==> src/rtl/pid_pkg.sv <==
// Shared widths, output range and datapath types for the PID combine stage.
package pid_pkg;
    localparam int P_W   = 14;
    localparam int I_W   = 12;
    localparam int D_W   = 13;
    localparam int OUT_W = 12;
    localparam int SUM_W = 15;

    typedef logic signed [SUM_W-1:0] pid_sum_t;
    typedef logic signed [OUT_W-1:0] drv_t;

    localparam drv_t OUT_MAX = drv_t'((1 << (OUT_W-1)) - 1);
    localparam drv_t OUT_MIN = drv_t'(-(1 << (OUT_W-1)));
endpackage

==> src/rtl/sat_signed.sv <==
// Combinational signed clip from IN_W to OUT_W bits with clip-high / clip-low flags.
module sat_signed #(
    parameter int IN_W  = 15,
    parameter int OUT_W = 12
) (
    input  logic signed [IN_W-1:0]  din,
    output logic signed [OUT_W-1:0] dout,
    output logic                    hi,
    output logic                    lo
);
    localparam logic signed [IN_W-1:0] MAXV = IN_W'((1 << (OUT_W-1)) - 1);
    localparam logic signed [IN_W-1:0] MINV = IN_W'(-(1 << (OUT_W-1)));

    always_comb begin
        hi   = (din > MAXV);
        lo   = (din < MINV);
        dout = din[OUT_W-1:0];
        if (hi) begin
            dout = MAXV[OUT_W-1:0];
        end else if (lo) begin
            dout = MINV[OUT_W-1:0];
        end
    end
endmodule

==> src/rtl/pid_combine.sv <==
// Sums P/I/D terms, clips to the drive width and tracks consecutive saturation.
// Optional output slew limiting is enabled by defining SLEW_LIMIT_EN.
module pid_combine
    import pid_pkg::*;
#(
    parameter logic [7:0] SAT_LIMIT = 8'd64,
    parameter int         SLEW_STEP = 16
) (
    input  logic                  clk,
    input  logic                  rst,
    input  logic                  vld,
    input  logic signed [P_W-1:0] P_term,
    input  logic signed [I_W-1:0] I_term,
    input  logic signed [D_W-1:0] D_term,
    input  logic                  clr_fault,
    output drv_t                  pid_out,
    output logic                  pid_vld,
    output logic                  sat_hi,
    output logic                  sat_lo,
    output logic [7:0]            sat_cnt,
    output logic                  sat_fault
);
    pid_sum_t   p_reg, i_reg, d_reg, sum_reg;
    logic       s1_vld_reg, s2_vld_reg;
    drv_t       clip;
    logic       clip_hi, clip_lo;
    drv_t       out_next;
    drv_t       pid_out_reg;
    logic       pid_vld_reg, sat_hi_reg, sat_lo_reg;
    logic [7:0] sat_cnt_reg, sat_cnt_next;
    logic       sat_fault_reg, sat_fault_next;

    // S1: capture sign-extended terms; S2: 15-bit sum cannot overflow
    always_ff @(posedge clk) begin
        if (rst) begin
            p_reg      <= '0;
            i_reg      <= '0;
            d_reg      <= '0;
            sum_reg    <= '0;
            s1_vld_reg <= 1'b0;
            s2_vld_reg <= 1'b0;
        end else begin
            if (vld) begin
                p_reg <= pid_sum_t'(P_term);
                i_reg <= pid_sum_t'(I_term);
                d_reg <= pid_sum_t'(D_term);
            end
            s1_vld_reg <= vld;
            if (s1_vld_reg) begin
                sum_reg <= p_reg + i_reg + d_reg;
            end
            s2_vld_reg <= s1_vld_reg;
        end
    end

    sat_signed #(
        .IN_W  (SUM_W),
        .OUT_W (OUT_W)
    ) u_sat (
        .din  (sum_reg),
        .dout (clip),
        .hi   (clip_hi),
        .lo   (clip_lo)
    );

`ifdef SLEW_LIMIT_EN
    localparam int DW = OUT_W + 1;
    localparam logic signed [DW-1:0] STEP_P = DW'(SLEW_STEP);
    localparam logic signed [DW-1:0] STEP_N = DW'(-SLEW_STEP);
    logic signed [DW-1:0] diff, step, slewed;

    // Move from the previous command toward the clipped target by at most SLEW_STEP
    always_comb begin
        diff = DW'(clip) - DW'(pid_out_reg);
        step = diff;
        if (diff > STEP_P) begin
            step = STEP_P;
        end else if (diff < STEP_N) begin
            step = STEP_N;
        end
        slewed   = DW'(pid_out_reg) + step;
        out_next = slewed[OUT_W-1:0];
    end
`else
    assign out_next = clip;
`endif

    // Clear request overrides a saturated sample landing in the same cycle
    always_comb begin
        sat_cnt_next   = sat_cnt_reg;
        sat_fault_next = sat_fault_reg;
        if (s2_vld_reg) begin
            if (clip_hi || clip_lo) begin
                sat_cnt_next = (sat_cnt_reg == 8'hFF) ? 8'hFF : sat_cnt_reg + 8'd1;
            end else begin
                sat_cnt_next = 8'd0;
            end
            if (sat_cnt_next >= SAT_LIMIT) begin
                sat_fault_next = 1'b1;
            end
        end
        if (clr_fault) begin
            sat_cnt_next   = 8'd0;
            sat_fault_next = 1'b0;
        end
    end

    always_ff @(posedge clk) begin
        if (rst) begin
            pid_out_reg   <= '0;
            pid_vld_reg   <= 1'b0;
            sat_hi_reg    <= 1'b0;
            sat_lo_reg    <= 1'b0;
            sat_cnt_reg   <= 8'd0;
            sat_fault_reg <= 1'b0;
        end else begin
            pid_vld_reg <= s2_vld_reg;
            if (s2_vld_reg) begin
                pid_out_reg <= out_next;
                sat_hi_reg  <= clip_hi;
                sat_lo_reg  <= clip_lo;
            end
            sat_cnt_reg   <= sat_cnt_next;
            sat_fault_reg <= sat_fault_next;
        end
    end

    assign pid_out   = pid_out_reg;
    assign pid_vld   = pid_vld_reg;
    assign sat_hi    = sat_hi_reg;
    assign sat_lo    = sat_lo_reg;
    assign sat_cnt   = sat_cnt_reg;
    assign sat_fault = sat_fault_reg;
endmodule

==> config.mk <==
export PLATFORM = sky130hd
export DESIGN_NAME = pid_combine
export DESIGN_NICKNAME = d
export VERILOG_FILES = /design/src/rtl/pid_pkg.sv /design/src/rtl/sat_signed.sv /design/src/rtl/pid_combine.sv
export SDC_FILE = /design/constraint.sdc
export NUM_CORES = 1
export LEC_CHECK = 0
export CORE_AREA = 3 3 90 92
export CTS_CLUSTER_DIAMETER = 30
export DETAILED_ROUTE_END_ITERATION = 12
export DIE_AREA = 0 0 93 95
export MAX_ROUTING_LAYER = met4
export PLACE_DENSITY = 0.83
export SETUP_SLACK_MARGIN = 0.05
export SLEW_MARGIN = 20
export SYNTH_ARGS = -nofsm -noshare
export SYNTH_HDL_FRONTEND = slang
export SYNTH_HIERARCHICAL = 1
export SYNTH_SLANG_ARGS = --single-unit
==> constraint.sdc <==
create_clock -name clk -period 4.1 [get_ports clk]
set_clock_uncertainty 0.2 [all_clocks]
set_input_delay 0.82 -clock clk [delete_from_list [all_inputs] [get_ports clk]]
set_output_delay 0.82 -clock clk [all_outputs]
set_load 0.02 [all_outputs]
* Word-level counts from Yosys, hierarchy flattened *
Cells that the tools add are included.

operators by class
  add/subtract/negate cells = 3
  order comparisons = 3
  equality and inequality tests = 1
  muxes and demuxes = 5
  reductions and logical operators = 3

operator list
  operator                                                                              number
  12-bit 2-to-1 mux                                                                     2
  8-bit 2-to-1 mux                                                                      3
  14-bit by 12-bit adder with 15-bit output                                             1
  15-bit by 13-bit adder with 15-bit output                                             1
  15-bit by 12-bit greater-than comparator with 1-bit output (second input constant)    1
  15-bit by 12-bit < comparator with 1-bit output (second input constant)               1
  8-bit by 1-bit adder with 8-bit output (second input constant)                        1
  8-bit == test (second input constant)                                                 1
  8-bit by 7-bit greater-or-equal comparator with 1-bit output (second input constant)  1
  2-bit AND reduction                                                                   1
  2-bit OR reduction                                                                    1
  1-bit logical OR                                                                      1

word-level totals
  register bits after elaboration = 80
  input bits = 43
  output and inout bits = 24
  word-level logic and storage cells = 27

* Longest topological paths before layout *
  depth after elaboration = 6
  gate-level depth with buffers = 11

* Cells and area by module *
The synthesis kept the hierarchy.

modules (own cells, without submodules)
  module       instances  cells an instance  area each (sq um)  seq. area each (sq um)
  pid_combine  1          415                3922.5             1601.5
  sat_signed   1          45                 299.0              0.0

* Least setup slack after synthesis *
Ideal clock, no wire load.

  path kind = reg-to-reg
  from = register p_reg[1]
  to = register sum_reg[13]
  data arrival time = 2.360 ns
  data required time = 3.773 ns
  path slack = 1.413 ns
  cell stages (with the launch flop) = 10
  path buffers = 0
  period minus slack after synthesis = 2.687 ns
  path through = dfxtp_1 > fa_1 > ha_1 > inv_1 > fa_1 > nor2b_1 > o2111a_1 > o21ai_1 > nand4_1 > or3b_1

on the way
  cells in the longest elaborated chain, start to end = 2

RTL lines
  item                                       RTL line           source
  start, declared                            pid_combine.sv:23  pid_sum_t p_reg, i_reg, d_reg, sum_reg;
  start signal, assigned                     pid_combine.sv:44  p_reg <= pid_sum_t'(P_term);
  14-bit by 12-bit adder with 15-bit output  pid_combine.sv:50  sum_reg <= p_reg + i_reg + d_reg;
  15-bit by 13-bit adder with 15-bit output  pid_combine.sv:50
  end signal, assigned                       pid_combine.sv:50
  end, declared                              pid_combine.sv:23

Every way passes these cells.
A chain may end at the register's enable or synchronous reset.

* Final worst setup path *
  from = register p_reg[0]
  to = register sum_reg[9]

The elaborated chain is that of the path after synthesis.

==> key figures <==
Clock network
  – Reg clk slew, reported paths: about 0.08 ns
  – CTS buffer count: 9
  – Skew-Pair Late Insertion Delay: 0.34 ns
  – CTS tree: yes
  – CTS Hold Bufs: 0
  – Max clock buf depth: 2
  – CTS Sinks: 80
  – H-tree levels: 3
  – PostCTS Resize Cnt: 0
  – Post-CTS setup buffer count: 0
  – CTS Root Cell: clkbuf_8

Die
  – Die Y: approximately 95 µm
  – # IOs: 67
  – CORE AREA: 7290 µm²
  – Number of core rows: 31
  – Die footprint: a little under 9000 µm²
  – Initial Util: just under 60%
  – Die Wd: 93 µm

Worst setup path
  – Critical path class: flop to flop
  – Reg-to-reg startpoint: p_reg[0]$_SDFFE_PP0P_
  – Worst Setup SP: p_reg[0]$_SDFFE_PP0P_
  – WP data required: just over 4 ns
  – Buf+Inv Stages, Crit Path: 3
  – Most used cell, CP: inv_1
  – Critical path arrival: 2.99 ns
  – Worst path slowest cell: fa_1
  – Crit-path cells: inv_1, fa_1, inv_1, ha_1, inv_1, fa_1, nor2b_1, o2111ai_1, a21oi_1, nor4_1, a311o_1
  – Startpoint Class: flop
  – CP delay by family, top: adder cells
  – Crit. End Element: flop
  – Max Fanout on Critical Path: 4
  – Worst path max stage delay: around 0.42 ns

STA
  – RSZ-0062 raised after global routing: false
  – Hold WS: 0.287 ns
  – Min Tclk post-route: between 2 and 3 ns
  – Final Cycle Share: between 70% and 80%
  – Slew of the pin with the lowest slew margin: between 0.9 and 1 ns
  – Slew Limit Headroom: about 36%
  – Fin. Hold Viols: 0
  – Max-slew violation count: 0
  – Setup_tns: 0 ns
  – F_max: 338 MHz
  – Setup-failing EPs final: 0

Synth
  – Post-synth top area share: a little under two fifths
  – Mapped Cells: 460
  – Async SR Flop Fraction: 0%
  – Cell Area, Synth: 4220 µm²
  – Syn avg cell area: roughly 9.2 µm²
  – Mapped Nets: 532
  – Yosys warning total: 6
  – Seq/Total Area, Yosys: roughly 38%
  – Yosys cell types: 56
  – Top-count cell post-synth: dfxtp_1
  – Post-synth EDFFs: 0
  – Top post-synthesis cells by area: dfxtp_1 38%, mux2i_1 13%, fa_1 7.1%, nor2_1 6.8%, ha_1 4.1%
  – Area leader, netlist: dfxtp_1
  – Top_reg_cell synth: dfxtp_1
  – Yosys reg bits: 80
  – Most frequent cells after synthesis: 80 x dfxtp_1, 77 x nor2_1, 55 x mux2i_1

Cells and area
  – Max FFs per register: 15
  – Share of cells above drive strength 1: under 10%
  – Ant diodes: 0
  – Layout Cells excl Fill: slightly above 600
  – Number of fill cells in the layout: slightly below 600
  – Area added between synthesis and finish: 20.1%
  – NumNets Final: ~580

Pwr
  – Int Pwr: 1330 µW
  – Sequential Power Share: between 40% and 50%
  – Static Leak: ~0.0021 µW
  – NetSw: 509 µW
  – Logic gate share of total power: between 10% and 20%
  – Peak VDD IR: around 250 µV
  – Clk pwr share: roughly a third
  – Pwr Total: 1840 µW
  – Pwr per Cell Area: 363 nW/µm²
  – Sw frac: about 28%

Placed design
  – Inst Count DP: 597
  – # port buffers: 66
  – DP Wirelength: between 6000 and 7000 µm
  – Routability cong.: 0.895

Drt
  – DRT iter0 DRCs: 151
  – DR WL/cell: approximately 14 µm
  – DRC: 0
  – DR vias: between 3000 and 4000
  – 1st-pass router iterations: 4
  – Post-DRT Antenna Nets: 0
  – Final wirelength: 8780 µm
  – Vias per inst: around 5.7

GRT
  – Antenna violations before repair: 0
  – Gr usage total: 21.5%
  – Grt ovf: 0
  – First-pass GRT wire length: around 15000 µm
  – Largest net degree at the start of global routing: 41
  – Vias in the first global route: roughly 3200

Job
  – Max cap viols: 0

Hold path
  – Worst hold path class: flop to flop
  – Hold_sp: sum_reg[7]$_SDFFE_PP0P_

Run status
  – Outcome: finished, final reports clean
stage by stage:
step / utilization, % / setup slack [ns] / area, µm²
after floorplan: - / 1.41 / 4220
after global placement: 66.6 / 1.31 / 4860
after detailed placement: 66.6 / 1.19 / 4860
after CTS: 69.5 / 1.16 / 5070
after global routing: 69.5 / 0.894 / 5070
final: 69.5 / 1.14 / 5070
power groups by stage:
stage	sequential (µW)	combinational, µW	clock [µW]
final	871	352	617
after global routing	879	390	662
after CTS	871	351	630
after detailed placement	889	349	0
after global placement	885	338	0
after floorplan	871	260	0
logic make-up after synthesis:
group | share of synthesized area (%)
adder cells (fa/ha/maj) | 11.3
multiplexers | 13.0
flip-flops | 37.9
XOR/XNOR | 0.623
buffers and inverters | 4.86
AND/OR/NAND/NOR | 17.4
AO/OA/AOI/OAI | 14.9
layer usage:
layer / wire length (µm) / global-route usage, % / part of all wire [%] / up-vias
met5: 0 / - / 0 / -
met4: 100 / 7.94 / 1.1 / 0
met3: 403 / 3.35 / 4.6 / 10
met2: 4220 / 33.8 / 48 / 110
met1: 4050 / 28.2 / 46 / 1612
li1: - / - / - / 1726
worst register-to-register path: stages, from the launching register on:
cell and delay, ns:
dfxtp_1 0.35, inv_1 0.06, fa_1 0.42, inv_1 0.06, ha_1 0.24, inv_1 0.09
fa_1 0.39, nor2b_1 0.26, o2111ai_1 0.17, a21oi_1 0.23, nor4_1 0.10, a311o_1 0.30
layout by cell type, fill, tap and decap left out, drive strengths merged, types with 5 or more instances in the layout:
master / n
dfxtp: 80
nor2: 77
clkdlybuf4s50: 64
mux2i: 55
a21oi: 22
nor3: 17
inv: 16
nand2: 16
fa: 15
o21ai: 15
ha: 14
a21boi: 14
nor4: 12
nand3: 11
clkbuf: 10
a21o: 7
or3: 5
a211oi: 5
final timing paths:
kind	cells past startpoint	slack (ns)	endpoint
setup / recovery	11	1.14	sum_reg[9]$_SDFFE_PP0P_
hold / removal	2	0.29	sum_reg[7]$_SDFFE_PP0P_
setup reg to reg	11	1.14	sum_reg[9]$_SDFFE_PP0P_
hold reg to reg	2	0.29	sum_reg[7]$_SDFFE_PP0P_
area by class of cell:
type / count / area (µm²) / area share (%)
multi-input cells: 335 / 2410 / 47.6
flip-flops and latches: 80 / 1600 / 31.6
repair buffers: 67 / 661 / 13.0
clock buffers: 10 / 128 / 2.52
well taps: 99 / 124 / 2.44
clock inverters: 5 / 82.6 / 1.63
inverters: 16 / 60.1 / 1.18
(Power assumes the default switching activity.)
